## config.mk

```make
export PLATFORM = sky130hd
export DESIGN_NAME = multicycle_control_flat
export DESIGN_NICKNAME = d
export VERILOG_FILES = /design/src/rtl/multicycle_control_if.sv /design/src/rtl/multicycle_control.sv /design/src/flat_wrapper.sv
export SDC_FILE = /design/constraint.sdc
export NUM_CORES = 1
export LEC_CHECK = 0
export BUFFER_PORTS_ARGS = -buffer_cell sky130_fd_sc_hd__buf_2
export CAP_MARGIN = 20
export CORE_AREA = 2 2 39 41
export DETAILED_ROUTE_END_ITERATION = 10
export DIE_AREA = 0 0 41 43
export PLACE_DENSITY = 0.69
export SYNTH_ARGS = -nofsm -noshare
export SYNTH_HDL_FRONTEND = slang
export SYNTH_SLANG_ARGS = --single-unit
```

## constraint.sdc

```tcl
create_clock -name clk -period 1.8 [get_ports clk]
set_clock_uncertainty 0.2 [all_clocks]
set_input_delay 0.27 -clock clk [delete_from_list [all_inputs] [get_ports clk]]
set_output_delay 0.27 -clock clk [all_outputs]
set_load 0.005 [all_outputs]
```

## src/rtl/multicycle_control_if.sv

```systemverilog
// multicycle_control_if
// Bundles the decoder flags, the memory handshake and the datapath enables
// that pass between the multi-cycle sequencer and the rest of the 16-bit core.
// master: the sequencer (drives enables, samples decoder/memory status).
// slave : the datapath/decoder side (drives status, samples enables).
interface multicycle_control_if;
   // Decoder and datapath status into the sequencer
   logic [3:0] opcode;
   logic       is_r_type;
   logic       is_j_type;
   logic       alu_zero;
   logic       mem_ready;

   // Memory interface and datapath enables out of the sequencer
   logic       mem_req;
   logic       mem_we;
   logic       addr_sel;
   logic       ir_write;
   logic       pc_write;
   logic [1:0] pc_src;
   logic       alu_src;
   logic       reg_write;
   logic [1:0] reg_dst;
   logic       mem_to_reg;
   logic       instr_retired;
   logic       halted;
   logic       fault;
   logic [2:0] state;

   modport master (
      input  opcode, is_r_type, is_j_type, alu_zero, mem_ready,
      output mem_req, mem_we, addr_sel, ir_write, pc_write, pc_src,
             alu_src, reg_write, reg_dst, mem_to_reg, instr_retired,
             halted, fault, state
   );

   modport slave (
      output opcode, is_r_type, is_j_type, alu_zero, mem_ready,
      input  mem_req, mem_we, addr_sel, ir_write, pc_write, pc_src,
             alu_src, reg_write, reg_dst, mem_to_reg, instr_retired,
             halted, fault, state
   );
endinterface

```

## src/rtl/multicycle_control.sv

```systemverilog
// multicycle_control
// Multi-cycle sequencer for the 16-bit core: FETCH -> DECODE -> EXEC ->
// MEM -> WB, one instruction in flight. The only register is the state
// (plus the memory wait counter when enabled); every enable is decoded
// combinationally from the current state and the decoder/memory inputs.
// Optional feature: define MULTICYCLE_MEM_TIMEOUT_EN to bound memory waits
// to MEM_TIMEOUT cycles and trap into a sticky FAULT state. Without it the
// waits are unbounded, fault is tied low and FAULT is never entered.
module multicycle_control #(
   parameter logic [3:0] OP_R_TYPE   = 4'h0,
   parameter logic [3:0] OP_LW       = 4'h2,
   parameter logic [3:0] OP_SW       = 4'h3,
   parameter logic [3:0] OP_BEQ      = 4'h4,
   parameter logic [3:0] OP_J        = 4'h8,
   parameter logic [3:0] OP_JAL      = 4'h9,
   parameter logic [3:0] OP_JR       = 4'hA,
   parameter logic [3:0] OP_HALT     = 4'hF,
   parameter int         MEM_TIMEOUT = 16
) (
   input logic                  clk,
   input logic                  rst_n,
   multicycle_control_if.master bus
);

   typedef enum logic [2:0] {
      S_FETCH  = 3'd0,
      S_DECODE = 3'd1,
      S_EXEC   = 3'd2,
      S_MEM    = 3'd3,
      S_WB     = 3'd4,
      S_HALT   = 3'd5,
      S_FAULT  = 3'd6,
      S_RESET  = 3'd7
   } state_e;

   localparam logic [1:0] PC_SRC_SEQ    = 2'b00;
   localparam logic [1:0] PC_SRC_BRANCH = 2'b01;
   localparam logic [1:0] PC_SRC_JUMP   = 2'b10;
   localparam logic [1:0] PC_SRC_RS     = 2'b11;

   localparam logic [1:0] REG_DST_RD    = 2'b00;
   localparam logic [1:0] REG_DST_RT    = 2'b01;
   localparam logic [1:0] REG_DST_LINK  = 2'b10;

   state_e state_q, state_d;

   // Jump handling is fully determined by the opcode; the decoder's J-type
   // flag is carried on the interface for other consumers only.
   logic unused_is_j_type;
   assign unused_is_j_type = bus.is_j_type;

   // R-type opcode is implied by is_r_type; kept as a parameter for clarity.
   localparam logic [3:0] unused_op_r_type = OP_R_TYPE;

`ifdef MULTICYCLE_MEM_TIMEOUT_EN
   localparam int TMO_W = $clog2(MEM_TIMEOUT + 1);

   logic [TMO_W-1:0] tmo_cnt_q, tmo_cnt_d;
   logic [TMO_W-1:0] tmo_cnt_inc;
   logic             tmo_hit;

   // Consecutive-wait count; reaching the limit on this cycle triggers FAULT.
   assign tmo_cnt_inc = tmo_cnt_q + TMO_W'(1);
   assign tmo_hit     = (tmo_cnt_inc == TMO_W'(MEM_TIMEOUT));
`else
   localparam int unused_mem_timeout = MEM_TIMEOUT;
`endif

   // Next-state and all datapath enables, decoded from the current state.
   always_comb begin
      state_d            = state_q;
      bus.mem_req        = 1'b0;
      bus.mem_we         = 1'b0;
      bus.addr_sel       = 1'b0;
      bus.ir_write       = 1'b0;
      bus.pc_write       = 1'b0;
      bus.pc_src         = PC_SRC_SEQ;
      bus.alu_src        = 1'b0;
      bus.reg_write      = 1'b0;
      bus.reg_dst        = REG_DST_RD;
      bus.mem_to_reg     = 1'b0;
      bus.instr_retired  = 1'b0;
      bus.halted         = 1'b0;
      bus.fault          = 1'b0;
`ifdef MULTICYCLE_MEM_TIMEOUT_EN
      // Any cycle that is not a memory wait clears the counter, so every
      // entry into FETCH or MEM starts counting from zero.
      tmo_cnt_d          = '0;
`endif

      case (state_q)
         S_RESET: begin
            state_d = S_FETCH;
         end

         S_FETCH: begin
            // Instruction read at the PC; request held until memory completes.
            bus.mem_req = 1'b1;
            if (bus.mem_ready) begin
               bus.ir_write = 1'b1;
               bus.pc_write = 1'b1;
               bus.pc_src   = PC_SRC_SEQ;
               state_d      = S_DECODE;
            end else begin
`ifdef MULTICYCLE_MEM_TIMEOUT_EN
               tmo_cnt_d = tmo_cnt_inc;
               if (tmo_hit) begin
                  state_d = S_FAULT;
               end
`endif
            end
         end

         S_DECODE: begin
            // Jumps complete here; everything else needs the ALU.
            if (bus.opcode == OP_HALT) begin
               state_d = S_HALT;
            end else if (bus.opcode == OP_J) begin
               bus.pc_write      = 1'b1;
               bus.pc_src        = PC_SRC_JUMP;
               bus.instr_retired = 1'b1;
               state_d           = S_FETCH;
            end else if (bus.opcode == OP_JAL) begin
               bus.pc_write      = 1'b1;
               bus.pc_src        = PC_SRC_JUMP;
               bus.reg_write     = 1'b1;
               bus.reg_dst       = REG_DST_LINK;
               bus.instr_retired = 1'b1;
               state_d           = S_FETCH;
            end else if (bus.opcode == OP_JR) begin
               bus.pc_write      = 1'b1;
               bus.pc_src        = PC_SRC_RS;
               bus.instr_retired = 1'b1;
               state_d           = S_FETCH;
            end else begin
               state_d = S_EXEC;
            end
         end

         S_EXEC: begin
            // Register-register compare/ALU for R-type and BEQ, immediate otherwise.
            bus.alu_src = !(bus.is_r_type || (bus.opcode == OP_BEQ));
            if (bus.is_r_type) begin
               state_d = S_WB;
            end else if ((bus.opcode == OP_LW) || (bus.opcode == OP_SW)) begin
               state_d = S_MEM;
            end else if (bus.opcode == OP_BEQ) begin
               bus.instr_retired = 1'b1;
               if (bus.alu_zero) begin
                  bus.pc_write = 1'b1;
                  bus.pc_src   = PC_SRC_BRANCH;
               end
               state_d = S_FETCH;
            end else begin
               // ALU-immediate and unrecognised opcodes write back the ALU result.
               state_d = S_WB;
            end
         end

         S_MEM: begin
            // Data access at the ALU-computed address; the immediate stays
            // selected so the address is stable for the whole wait.
            bus.mem_req  = 1'b1;
            bus.addr_sel = 1'b1;
            bus.alu_src  = 1'b1;
            bus.mem_we   = (bus.opcode == OP_SW);
            if (bus.mem_ready) begin
               if (bus.opcode == OP_SW) begin
                  bus.instr_retired = 1'b1;
                  state_d           = S_FETCH;
               end else begin
                  state_d = S_WB;
               end
            end else begin
`ifdef MULTICYCLE_MEM_TIMEOUT_EN
               tmo_cnt_d = tmo_cnt_inc;
               if (tmo_hit) begin
                  state_d = S_FAULT;
               end
`endif
            end
         end

         S_WB: begin
            bus.reg_write     = 1'b1;
            bus.reg_dst       = bus.is_r_type ? REG_DST_RD : REG_DST_RT;
            bus.mem_to_reg    = (bus.opcode == OP_LW);
            bus.alu_src       = !bus.is_r_type;
            bus.instr_retired = 1'b1;
            state_d           = S_FETCH;
         end

         S_HALT: begin
            // Sticky until reset, all enables quiet.
            bus.halted = 1'b1;
         end

         S_FAULT: begin
`ifdef MULTICYCLE_MEM_TIMEOUT_EN
            bus.fault = 1'b1;
`endif
         end

         default: begin
            state_d = S_RESET;
         end
      endcase
   end

   assign bus.state = state_q;

   // State register (and wait counter); reset forces RESET even mid-access.
   always_ff @(posedge clk or negedge rst_n) begin
      if (!rst_n) begin
         state_q   <= S_RESET;
`ifdef MULTICYCLE_MEM_TIMEOUT_EN
         tmo_cnt_q <= '0;
`endif
      end else begin
         state_q   <= state_d;
`ifdef MULTICYCLE_MEM_TIMEOUT_EN
         tmo_cnt_q <= tmo_cnt_d;
`endif
      end
   end

endmodule

```

## src/flat_wrapper.sv

```systemverilog
// flat-port wrapper written by rule: the top's interface ports become plain ports
module multicycle_control_flat 
#(
   parameter logic [3:0] OP_R_TYPE   = 4'h0,
   parameter logic [3:0] OP_LW       = 4'h2,
   parameter logic [3:0] OP_SW       = 4'h3,
   parameter logic [3:0] OP_BEQ      = 4'h4,
   parameter logic [3:0] OP_J        = 4'h8,
   parameter logic [3:0] OP_JAL      = 4'h9,
   parameter logic [3:0] OP_JR       = 4'hA,
   parameter logic [3:0] OP_HALT     = 4'hF,
   parameter int         MEM_TIMEOUT = 16
)
  (clk, rst_n, bus_opcode, bus_is_r_type, bus_is_j_type, bus_alu_zero, bus_mem_ready, bus_mem_req, bus_mem_we, bus_addr_sel, bus_ir_write, bus_pc_write, bus_pc_src, bus_alu_src, bus_reg_write, bus_reg_dst, bus_mem_to_reg, bus_instr_retired, bus_halted, bus_fault, bus_state);
  multicycle_control_if bus_i ();
  input logic clk;
  input logic rst_n;
  input wire logic [$bits(bus_i.opcode)-1:0] bus_opcode;
  input wire logic [$bits(bus_i.is_r_type)-1:0] bus_is_r_type;
  input wire logic [$bits(bus_i.is_j_type)-1:0] bus_is_j_type;
  input wire logic [$bits(bus_i.alu_zero)-1:0] bus_alu_zero;
  input wire logic [$bits(bus_i.mem_ready)-1:0] bus_mem_ready;
  output wire logic [$bits(bus_i.mem_req)-1:0] bus_mem_req;
  output wire logic [$bits(bus_i.mem_we)-1:0] bus_mem_we;
  output wire logic [$bits(bus_i.addr_sel)-1:0] bus_addr_sel;
  output wire logic [$bits(bus_i.ir_write)-1:0] bus_ir_write;
  output wire logic [$bits(bus_i.pc_write)-1:0] bus_pc_write;
  output wire logic [$bits(bus_i.pc_src)-1:0] bus_pc_src;
  output wire logic [$bits(bus_i.alu_src)-1:0] bus_alu_src;
  output wire logic [$bits(bus_i.reg_write)-1:0] bus_reg_write;
  output wire logic [$bits(bus_i.reg_dst)-1:0] bus_reg_dst;
  output wire logic [$bits(bus_i.mem_to_reg)-1:0] bus_mem_to_reg;
  output wire logic [$bits(bus_i.instr_retired)-1:0] bus_instr_retired;
  output wire logic [$bits(bus_i.halted)-1:0] bus_halted;
  output wire logic [$bits(bus_i.fault)-1:0] bus_fault;
  output wire logic [$bits(bus_i.state)-1:0] bus_state;
  assign bus_i.opcode = bus_opcode;
  assign bus_i.is_r_type = bus_is_r_type;
  assign bus_i.is_j_type = bus_is_j_type;
  assign bus_i.alu_zero = bus_alu_zero;
  assign bus_i.mem_ready = bus_mem_ready;
  assign bus_mem_req = bus_i.mem_req;
  assign bus_mem_we = bus_i.mem_we;
  assign bus_addr_sel = bus_i.addr_sel;
  assign bus_ir_write = bus_i.ir_write;
  assign bus_pc_write = bus_i.pc_write;
  assign bus_pc_src = bus_i.pc_src;
  assign bus_alu_src = bus_i.alu_src;
  assign bus_reg_write = bus_i.reg_write;
  assign bus_reg_dst = bus_i.reg_dst;
  assign bus_mem_to_reg = bus_i.mem_to_reg;
  assign bus_instr_retired = bus_i.instr_retired;
  assign bus_halted = bus_i.halted;
  assign bus_fault = bus_i.fault;
  assign bus_state = bus_i.state;
  multicycle_control #(.OP_R_TYPE(OP_R_TYPE), .OP_LW(OP_LW), .OP_SW(OP_SW), .OP_BEQ(OP_BEQ), .OP_J(OP_J), .OP_JAL(OP_JAL), .OP_JR(OP_JR), .OP_HALT(OP_HALT), .MEM_TIMEOUT(MEM_TIMEOUT)) u_core (.clk(clk), .rst_n(rst_n), .bus(bus_i));
endmodule
```

==> results.json <==
{
  "grt_pass1_wl_um": 2130,
  "violations": "negative setup slack",
  "syn_area_sq_um": 497,
  "gp_congestion": 0.802,
  "synth.ff_latch_count": 3,
  "final_common_cell": "buf_2",
  "synth_cell_types": 38,
  "hold_viol_final": 0,
  "grt_pass1_vias": 576,
  "initial_core_util": 0.359,
  "dp_hpwl_um": 1050,
  "grt_max_degree": 14,
  "dp_cells": 107,
  "crit_arrival_ps": 1530,
  "fin_util": 0.572,
  "layout_setup_ws_ps": -196,
  "clock_sinks": 3,
  "rsz0062_at_grt": "true",
  "cts.clk_slew.worst_paths_ps": 40,
  "status": "complete, but fails checks",
  "finalPower_mw": 0.974,
  "hp-class": "in -> reg",
  "worstSetupPathType": "reg -> out",
  "syn_area_per_cell_sq_um": 7.64,
  "final_nets": 108,
  "die_w_um": 41,
  "clockBufferDepth": 2,
  "drt_iter0_drc": 13,
  "power_density_nw_per_um2": 1230,
  "syn_to_final_growth_pct": 59.4,
  "numCtsBuffers": 3,
  "io_pins": 28,
  "syn_nets": 75,
  "most-common-layout-cells": "23 x buf_2, 6 x buf_6, 4 x buf_4",
  "timing.final.crit_share": 1.11,
  "fin_cells": 113,
  "holdWs_ps": 239,
  "wl_per_cell_um": 12.7,
  "tns_ps": -1060,
  "drive_above_1_share": 0.619,
  "peakVddDrop_v": 0.000691,
  "min_delay_path_depth": 4,
  "drv_slew": 0,
  "netlist_instances": 65,
  "timing.max_cap.violations": 0,
  "antenna_found_initial": 0,
  "portBuffers": 25,
  "row_count": 14,
  "setup_viol_count_final": 12,
  "r2r_cells": 5,
  "drtPass1Iterations": 4,
  "diodes": 0,
  "cp-start-kind": "flop",
  "ant_nets": 0,
  "dp_slack_ps": -19.8,
  "fin_area_sq_um": 792,
  "coreArea_sq_um": 1380,
  "die_h_um": 43,
  "cts-htree-levels": 1,
  "via_per_inst": 5.41,
  "route.detailed.drc": 0,
  "gr-usage-all-layers": 0.175,
  "gr-total-overflow": 0,
  "fmax_mhz": 501,
  "power_leakage_nw": 0.376,
  "cts_tree": "yes",
  "synth_warnings": 0,
  "vias": 611,
  "wl_um": 1430,
  "crit_required_ps": 1330,
  "r2r_slack_ps": 350,
  "clkLatencyLatePin_ps": 240,
  "period_needed_ps": 2000,
  "die-area_sq_um": 1760,
  "clock-root-buffer": "clkbuf_4",
  "yosysSeqAreaShare": 0.159,
  "num-fill-cells": 121,
  "place_area_sq_um": 653,
  "largest_reg_flops": 3,
  "cp_max_fo": 6,
  "end_kind": "output port"
}
[worst paths after layout]
check | from | end
min in group asynchronous | rst_n | u_core.bus.state[1]
min | bus_mem_ready | u_core.bus.state[1]
max in group asynchronous | rst_n | u_core.bus.state[2]
max reg2reg | u_core.bus.state[0] | u_core.bus.state[1]
min reg2reg | u_core.bus.state[1] | u_core.bus.state[1]
max | u_core.bus.state[0] | bus_alu_src
[worst max-delay path: stages (launching register included)]
cell	delay (ps)
dfstp_2	590
or3b_4	190
nor2_4	40
or3_1	330
buf_2	130
[Yosys cell counts]
master / count / area, sq um
nor4b_1: 1 / 8.76
nand2b_1: 2 / 12.5
dfstp_2: 3 / 78.8
and3_1: 1 / 6.26
a32oi_1: 1 / 8.76
a31oi_1: 2 / 12.5
a21oi_1: 3 / 15.0
o21a_1: 1 / 7.51
and2b_2: 1 / 8.76
or3b_4: 1 / 11.3
clkbuf_2: 1 / 5.00
buf_2: 2 / 10.0
nor2b_1: 3 / 18.8
a2111oi_1: 1 / 10.0
nor3b_1: 1 / 7.51
a41o_2: 1 / 11.3
or2_2: 1 / 6.26
buf_6: 1 / 11.3
or3_1: 1 / 6.26
a41oi_1: 1 / 8.76
inv_1: 4 / 15.0
and2_1: 2 / 12.5
nor2_1: 4 / 15.0
nand2_1: 4 / 15.0
and4bb_2: 1 / 12.5
o32ai_1: 1 / 8.76
nor2b_4: 1 / 13.8
conb_1: 1 / 3.75
nor4_1: 1 / 6.26
nor4_4: 1 / 21.3
nand4_1: 3 / 18.8
o31ai_1: 1 / 7.51
and3_2: 1 / 7.51
nand3_1: 2 / 10.0
nor3b_2: 1 / 12.5
o2111a_1: 1 / 11.3
o21ai_0: 5 / 25.0
buf_4: 2 / 15.0
[metal layers]
layer | global-route usage | part of all wire | wire length [um] | vias up
met4 | 0.107 | 0.019 | 27 | 0
met3 | 0.0209 | 0.043 | 61 | 4
met5 | 0 | 0 | 0 | -
met2 | 0.288 | 0.50 | 714 | 23
met1 | 0.200 | 0.44 | 630 | 279
li1 | - | - | - | 305
[cell families (layout without fill, tap and decap cells)]
family / count (synthesis) / after routing / synth area share
buffers and inverters: 10 / 42 / 0.113
other: 1 / 1 / 0.00755
AO/OA/AOI/OAI: 18 / 18 / 0.254
flip-flops: 3 / 3 / 0.159
AND/OR/NAND/NOR: 33 / 33 / 0.466
[repair_timing]
| action | 4_1_cts | 5_1_grt |
|---|---|---|
| resized for setup | 12 | 12 |
| pin swaps | 8 | 5 |
| endpoints found under the hold margin | 3 | 0 |
| buffers inserted | 0 | 1 |
| hold buffers | 1 | 0 |
| endpoints found under the setup margin | 12 | 13 |
[power breakdown]
part           leakage (nW)  switching, mW  total [mW]  internal (mW)
Clock                0.0150         0.0398       0.123         0.0834
Sequential           0.0313         0.0433       0.160          0.117
Combinational         0.330          0.321       0.690          0.370
Total                 0.376          0.404       0.974          0.570
[final cells by class]
type	count	area, sq um	share of cell area
Sequential cell	3	78.8	0.0995
Clock buffer	4	26.3	0.0332
Tap cell	16	20.0	0.0253
Timing Repair Buffer	34	223	0.281
Inverter	4	15.0	0.0190
Multi-Input combinational cell	52	429	0.542
(Power assumes the default switching activity.)
